### config.mk
export PLATFORM = sky130hd
export DESIGN_NAME = tdm_demux8
export DESIGN_NICKNAME = d
export VERILOG_FILES = /design/src/rtl/tdm_pkg.sv /design/src/rtl/tdm_slot_decoder.sv /design/src/rtl/tdm_demux8.sv
export SDC_FILE = /design/constraint.sdc
export NUM_CORES = 1
export LEC_CHECK = 0
export CAP_MARGIN = 20
export CORE_MARGIN = 2
export CORE_UTILIZATION = 40
export CTS_BUF_LIST = sky130_fd_sc_hd__clkbuf_4
export CTS_CLUSTER_DIAMETER = 100
export CTS_CLUSTER_SIZE = 8
export DETAILED_ROUTE_END_ITERATION = 10
export GPL_ROUTABILITY_DRIVEN = 1
export GPL_TIMING_DRIVEN = 0
export HOLD_SLACK_MARGIN = 0.03
export PLACE_DENSITY = 0.67
export SLEW_MARGIN = 40
export SYNTH_ARGS = -nofsm -noshare
export SYNTH_HDL_FRONTEND = slang
export SYNTH_HIERARCHICAL = 1
export SYNTH_SLANG_ARGS = --single-unit
### constraint.sdc
create_clock -name clk -period 3.24 [get_ports clk]
set_input_delay 0.972 -clock clk [delete_from_list [all_inputs] [get_ports clk]]
set_output_delay 0.972 -clock clk [all_outputs]
set_load 0.01 [all_outputs]
### src/rtl/tdm_pkg.sv
// Shared widths, state encoding and helpers for the 8:1 TDM receive path.
package tdm_pkg;

  localparam int unsigned DATA_W = 8;
  localparam int unsigned SEL_W  = 3;

  typedef enum logic [1:0] {
    ST_IDLE    = 2'd0,
    ST_COLLECT = 2'd1,
    ST_PARITY  = 2'd2
  } state_t;

  // Even-parity check: 1 when the word plus its parity bit has odd weight.
  function automatic logic parity_fail(input logic [DATA_W-1:0] word, input logic pbit);
    return (^word) ^ pbit;
  endfunction

endpackage

### src/rtl/tdm_slot_decoder.sv
// 3-to-8 one-hot slot decoder; receive-side inverse of the transmit 8:1 mux.
module tdm_slot_decoder
  import tdm_pkg::*;
(
  input  logic [SEL_W-1:0]  sel,
  input  logic              en,
  output logic [DATA_W-1:0] we_c
);

  // One write enable per slot, all low when disabled.
  always_comb begin
    we_c      = '0;
    if (en) begin
      we_c[sel] = 1'b1;
    end
  end

endmodule

### src/rtl/tdm_demux8.sv
// 8:1 TDM serial-to-parallel receiver: slot counter, assembly register,
// registered word/valid/error outputs. Optional trailing even-parity beat
// is enabled by defining TDM_PARITY_EN.
module tdm_demux8
  import tdm_pkg::*;
(
  input  logic              clk,
  input  logic              reset,
  input  logic              in_valid,
  input  logic              in_bit,
  input  logic              frame_start,
  output logic [DATA_W-1:0] out_data,
  output logic              out_valid,
  output logic              frame_err,
  output logic              parity_err,
  output logic [SEL_W-1:0]  slot
);

  state_t              state_q, state_d;
  logic [SEL_W-1:0]    slot_d;
  logic [DATA_W-1:0]   asm_q, asm_d, asm_wr;
  logic [DATA_W-1:0]   out_data_d;
  logic                out_valid_d, frame_err_d, parity_err_d;
  logic                wr_en;
  logic [SEL_W-1:0]    wr_slot;
  logic [DATA_W-1:0]   we;

  // A frame_start beat always lands in slot 0; otherwise only COLLECT writes.
  assign wr_en   = in_valid & (frame_start | (state_q == ST_COLLECT));
  assign wr_slot = frame_start ? '0 : slot;

  tdm_slot_decoder u_dec (
    .sel  (wr_slot),
    .en   (wr_en),
    .we_c (we)
  );

  // Assembly register with the current beat merged in.
  assign asm_wr = (asm_q & ~we) | (we & {DATA_W{in_bit}});

  // Next-state, slot counter and output pulse logic.
  always_comb begin
    state_d      = state_q;
    slot_d       = slot;
    asm_d        = asm_q;
    out_data_d   = out_data;
    out_valid_d  = 1'b0;
    frame_err_d  = 1'b0;
    parity_err_d = 1'b0;

    case (state_q)
      ST_IDLE: begin
        if (in_valid && frame_start) begin
          asm_d   = asm_wr;
          slot_d  = SEL_W'(1);
          state_d = ST_COLLECT;
        end
      end

      ST_COLLECT: begin
        if (in_valid) begin
          asm_d = asm_wr;
          if (frame_start) begin
            // Restart mid-frame: partial word dropped, this beat is slot 0.
            frame_err_d = 1'b1;
            slot_d      = SEL_W'(1);
          end else if (slot == SEL_W'(DATA_W - 1)) begin
            slot_d = '0;
`ifdef TDM_PARITY_EN
            state_d = ST_PARITY;
`else
            state_d     = ST_IDLE;
            out_data_d  = asm_wr;
            out_valid_d = 1'b1;
`endif
          end else begin
            slot_d = slot + SEL_W'(1);
          end
        end
      end

`ifdef TDM_PARITY_EN
      ST_PARITY: begin
        if (in_valid) begin
          if (frame_start) begin
            frame_err_d = 1'b1;
            asm_d       = asm_wr;
            slot_d      = SEL_W'(1);
            state_d     = ST_COLLECT;
          end else begin
            out_data_d   = asm_q;
            out_valid_d  = 1'b1;
            parity_err_d = parity_fail(asm_q, in_bit);
            state_d      = ST_IDLE;
          end
        end
      end
`endif

      default: begin
        state_d = ST_IDLE;
        slot_d  = '0;
      end
    endcase
  end

  // State and output registers; reset discards any partial frame.
  always_ff @(posedge clk) begin
    if (reset) begin
      state_q    <= ST_IDLE;
      slot       <= '0;
      asm_q      <= '0;
      out_data   <= '0;
      out_valid  <= 1'b0;
      frame_err  <= 1'b0;
      parity_err <= 1'b0;
    end else begin
      state_q    <= state_d;
      slot       <= slot_d;
      asm_q      <= asm_d;
      out_data   <= out_data_d;
      out_valid  <= out_valid_d;
      frame_err  <= frame_err_d;
      parity_err <= parity_err_d;
    end
  end

endmodule

* Word-level counts from Yosys, hierarchy flattened
Index checks and enable logic that the tools add are counted.
** Storage, ports and cells
- Input port bits :: 5
- Register bits :: 23
- Output and inout port bits :: 14
** Operators by class
- Reductions and logical operators :: 10
- Order comparisons :: 2
- Bitwise logic cells :: 9
- Equality and inequality tests :: 6
- Muxes and demuxes :: 19
- Add/subtract/negate cells :: 1
** Operators with widths (count)
- $mux 8 :: 3
- $and 8x8->8 :: 2
- $pmux 8 s2 :: 1
- $mux 3 :: 5
- $mux 2 :: 4
- $not 8->8 :: 1
- $or 8x8->8 :: 1
- $reduce_and 4->1 :: 2
- $ne 2x2->1 const B :: 3
- $pmux 3 s2 :: 1
- $lt 3x4->1 const B :: 1
- $pmux 2 s2 :: 1
- $reduce_or 4->1 :: 1
- $add 3x1->3 const B :: 1
- $demux 1 s3 :: 1
- $eq 3x3->1 const B :: 1
- $ge 3x1->1 const B :: 1
- $mux 1 :: 3
- $not 1->1 :: 3
- $reduce_and 3->1 :: 1
- $reduce_or 3->1 :: 1
- $eq 2x1->1 const B :: 1
- $logic_and 1x1->1 :: 2
- $logic_not 2->1 :: 1
- 5 further kinds :: 5

* Depth between registers and ports, before layout
- Depth after elaboration :: 11
- Mapped depth :: 7
- Depth with buffers taken out :: 6

* Cells and area by module
The synthesis kept the hierarchy.
** Modules (own cells, without submodules)
- tdm_demux8 :: area an instance 1017.2 um^2, cells each 104, seq. area each 440.4 um^2, instances 1
- tdm_slot_decoder :: area an instance 95.1 um^2, cells each 8, seq. area each 0.0 um^2, instances 1

* Worst setup path after synthesis
Ideal clock, no wire load.
- Path type :: input -> register
- From :: in frame_start
- To :: reg asm_q[4]
- Slack :: 1.025 ns
- Path buffers :: 1
- Required time :: 3.112 ns
- Arrival :: 2.088 ns
- Cell stages on the path :: 7
- Cells stage by stage :: buf_2 o21ai_0 inv_1 and4bb_2 o211ai_1 mux2i_1 nor2_1
** Between the ends
- Elaborated cells between the ends (all ways) :: 19
- Classes of those cells :: order compare (2); eq/ne (1); mux (7); bitwise (6); reduce/logical (3)
** RTL lines
- start, declared :: RTL line tdm_demux8.sv:11 : input logic frame_start,
- $or 1x1->1 (*) :: RTL line tdm_demux8.sv:29 : assign wr_en = in_valid & (frame_start | (state_q == ST_COLLECT));
- $and 1x1->1 (*) :: RTL line tdm_demux8.sv:29
- via wr_en :: RTL line tdm_demux8.sv:24 : logic wr_en;
- $mux 8 (*) :: RTL line tdm_slot_decoder.sv:13 : if (en) begin
- via we[4] :: RTL line tdm_demux8.sv:26 : logic [DATA_W-1:0] we;
- $not 8->8 :: RTL line tdm_demux8.sv:39 : assign asm_wr = (asm_q & ~we) | (we & {DATA_W{in_bit}});
- $and 8x8->8 :: RTL line tdm_demux8.sv:39
- $or 8x8->8 (*) :: RTL line tdm_demux8.sv:39
- $mux 8 (on tied branches) :: RTL line tdm_demux8.sv:61, tdm_demux8.sv:53
- $pmux 8 s2 (*) :: RTL line tdm_demux8.sv:51 : case (state_q)
- end signal, assigned :: RTL line tdm_demux8.sv:120 : asm_q <= asm_d;
- end, declared :: RTL line tdm_demux8.sv:21 : logic [DATA_W-1:0] asm_q, asm_d, asm_wr;
The timed path passes the listed nets; every way through them passes the cells marked *. The select of a mux whose other input is x is not followed.
A chain may end at the register's enable or synchronous reset.

* Worst setup path in the final report
- From :: in in_valid
- To :: reg out_data[0]
** Between the ends
- Cells in the longest elaborated chain, start to end :: 5
- Elaborated cells between the ends (all ways) :: 7
- Classes of those cells :: mux (1); bitwise (5); reduce/logical (1)
** RTL lines
- start, declared :: RTL line tdm_demux8.sv:9 : input logic in_valid,
- $and 1x1->1 (*) :: RTL line tdm_demux8.sv:29
- via wr_en :: RTL line tdm_demux8.sv:24
- $mux 8 (*) :: RTL line tdm_slot_decoder.sv:13
- via we[0] :: RTL line tdm_demux8.sv:26
- $not 8->8 :: RTL line tdm_demux8.sv:39
- $and 8x8->8 :: RTL line tdm_demux8.sv:39
- $or 8x8->8 (*) :: RTL line tdm_demux8.sv:39
- end signal, assigned :: RTL line tdm_demux8.sv:121 : out_data <= out_data_d;
- end, declared :: RTL line tdm_demux8.sv:12 : output logic [DATA_W-1:0] out_data,
The timed path passes the listed nets; every way through them passes the cells marked *.

==> run metrics <==
FFs w/ async S/R, synth=0; first-pass GRT wire length=3.657 mm; Pre-Repair DR Iteration Count=4; Ys Warns=6; # setup viols final=0; HP Class=flip-flop to flip-flop; Area Overhead vs Synth=20.81%; initial antenna violation count=0; Peak VDD IR=between 0.15 and 0.2 mV; Cells after Synth=112; # rows=19; max-slew violation count=0; part of the Yosys area used for sequential elements=0.3960; H-Tree Depth=1; die width=around 57 µm; wire length per cell=between 10 and 15 µm; number of global-route vias before repair=between 800 and 900; number of routed nets with antenna violations=0; met1 WL=between 1 and 1.5 mm; io pins=19; GRT Overall Usage=0.1458; setup TNS=0 ns; Overall Power=about 0.44 mW; largest net degree at the start of global routing=12; GRT overflow=0; hpwl dp=1.575 mm; crit start category=input port; fmax=roughly 0.37 GHz; met2 routed WL=about 970 µm; total CTS buffers=3; via count=approximately 870; CP Class=input port to flip-flop; Synth area leaders=dfxtp_1, mux2i_1, nor2_1; FF+latch count, synth=22; Clock Skews=between 0.004 and 0.005 ns; Core Area=between 2000 and 3000 µm²; CP arrival=a little under 3 ns; Post-CTS Setup Repair Bufs=0; post-synth top area share=0.3960; Initial Util=0.4141; Tcrit/Tclk final=0.8318; PortBufs=17; most common cell in the netlist=dfxtp_1; Avg Synthesized Cell Area=around 10 µm²; dpl cells=between 150 and 200; Total Wirelength=roughly 2.1 mm; Max FO, Critical Path=10; status=finished clean; Detail Route met3 WL=approximately 56 µm; clock buffer depth=2; Die Footprint=3219 µm²; clock sink total=22; Final #Nets=142; CP Capture Type=flip-flop; Fin. Hold Viols=0; Mapped Area=around 1100 µm²; hold buffers post-CTS=0; Req. time, crit path=3.43 ns; Max-cap violations=0; post-route insts no fill=~160; Distinct cells, synth=27; cell taking the most area after synthesis=dfxtp_1; Residual DRC=0; PD cells=329.7 nW/µm²; post-DR vias/cell=5.344; syn nets=120; RSZ-0062 raised after global routing=no; number of DRC markers in iteration 0=16; # diodes=0; CTS tree=yes; share of cells above drive strength 1=0.1364; Placer Congestion=just over 0.8; P_leak=roughly 0.52 nW; ys flop type=dfxtp_1; Final min period=~2.7 ns; number of flops mapped to enable cells by yosys=0; clk_lat worst skew=about 0.31 ns; commonest cells in the netlist=dfxtp_1, mux2i_1, nor2_1; Gates resized, CTS repair=0; die height=about 57 µm; clock-pin slew on the worst setup and hold paths=0.12 ns; Root Driver=clkbuf_4; Fillers=between 200 and 300; highest metal used=met4
-- report_power, final --
group          total [mW]  internal [mW]  switching [mW]
clock network       0.125         0.0435          0.0812
logic              0.0423         0.0172          0.0251
registers           0.276          0.273         0.00295
total               0.443          0.334           0.109
-- layout make-up --
type | instances | area (µm²) | share of cell area
clock buffer | 3 | 22.52 | 0.01676
inverter | 1 | 3.754 | 0.002793
multi-input combinational | 80 | 611.8 | 0.4553
timing repair buffer | 17 | 170.2 | 0.1266
tap | 31 | 38.79 | 0.02886
sequential | 22 | 440.4 | 0.3277
buffer | 9 | 56.30 | 0.04190
-- metal layers --
metal / up-vias / track usage
met1: 404 / 0.2068
li1: 450 / -
met2: 12 / 0.2093
met4: 0 / 0.07309
met3: 5 / 0.02765
met5: - / 0
-- worst paths after layout --
check,slack (ns),from,depth (start not counted),to
worst max-delay path,0.54,in_valid,7,out_data[0]
worst min-delay path,0.50,out_data[4],2,out_data[4]
worst max register to register,1.38,state_q[0],6,out_data[0]
worst min register to register,0.50,out_data[4],2,out_data[4]
-- cells by family (layout without fill, tap and decap cells) --
group | Yosys count | count (layout) | synth area share
buf+inv | 10 | 30 | 0.05399
flops | 22 | 22 | 0.3959
fa+ha+maj | 3 | 3 | 0.03375
mux | 16 | 16 | 0.1440
compound gates | 22 | 22 | 0.1507
other cells | 1 | 1 | 0.003371
simple gates | 38 | 38 | 0.2182
-- stage by stage --
step	hold WS [ns]	utilization	setup slack, ns	instance area, µm²
final	0.5047	0.5002	0.5449	1344
after detailed placement	0.4898	0.4918	0.1931	1321
after floorplan	0.4630	-	1.025	1112
after global routing	0.5379	0.5002	0.4147	1344
after CTS	0.5108	0.5002	0.5397	1344
after global placement	0.4765	0.4918	0.2113	1321
-- placed cells by master (no fill, tap or decap), types with 4 or more instances in the layout --
cell type,count
mux2i_1,16
dfxtp_1,22
a211oi_1,6
clkdlybuf4s50_1,17
nor2_1,16
o211ai_1,8
nand2_1,4
nor2b_1,4
-- critical path, cell delays in order --
cell and delay (ns):
clkdlybuf4s50_1 0.59, buf_2 0.26, o21ai_0 0.18, inv_1 0.18
nor4b_2 0.30, mux2i_1 0.30, a211oi_2 0.10
-- registers in the layout, indices dropped and copies added, names as in the netlist --
signal / count
slot: 3
asm_q: 8
out_valid: 1
out_data: 8
frame_err: 1
state_q: 1
Power figures use the tool's default switching activity.
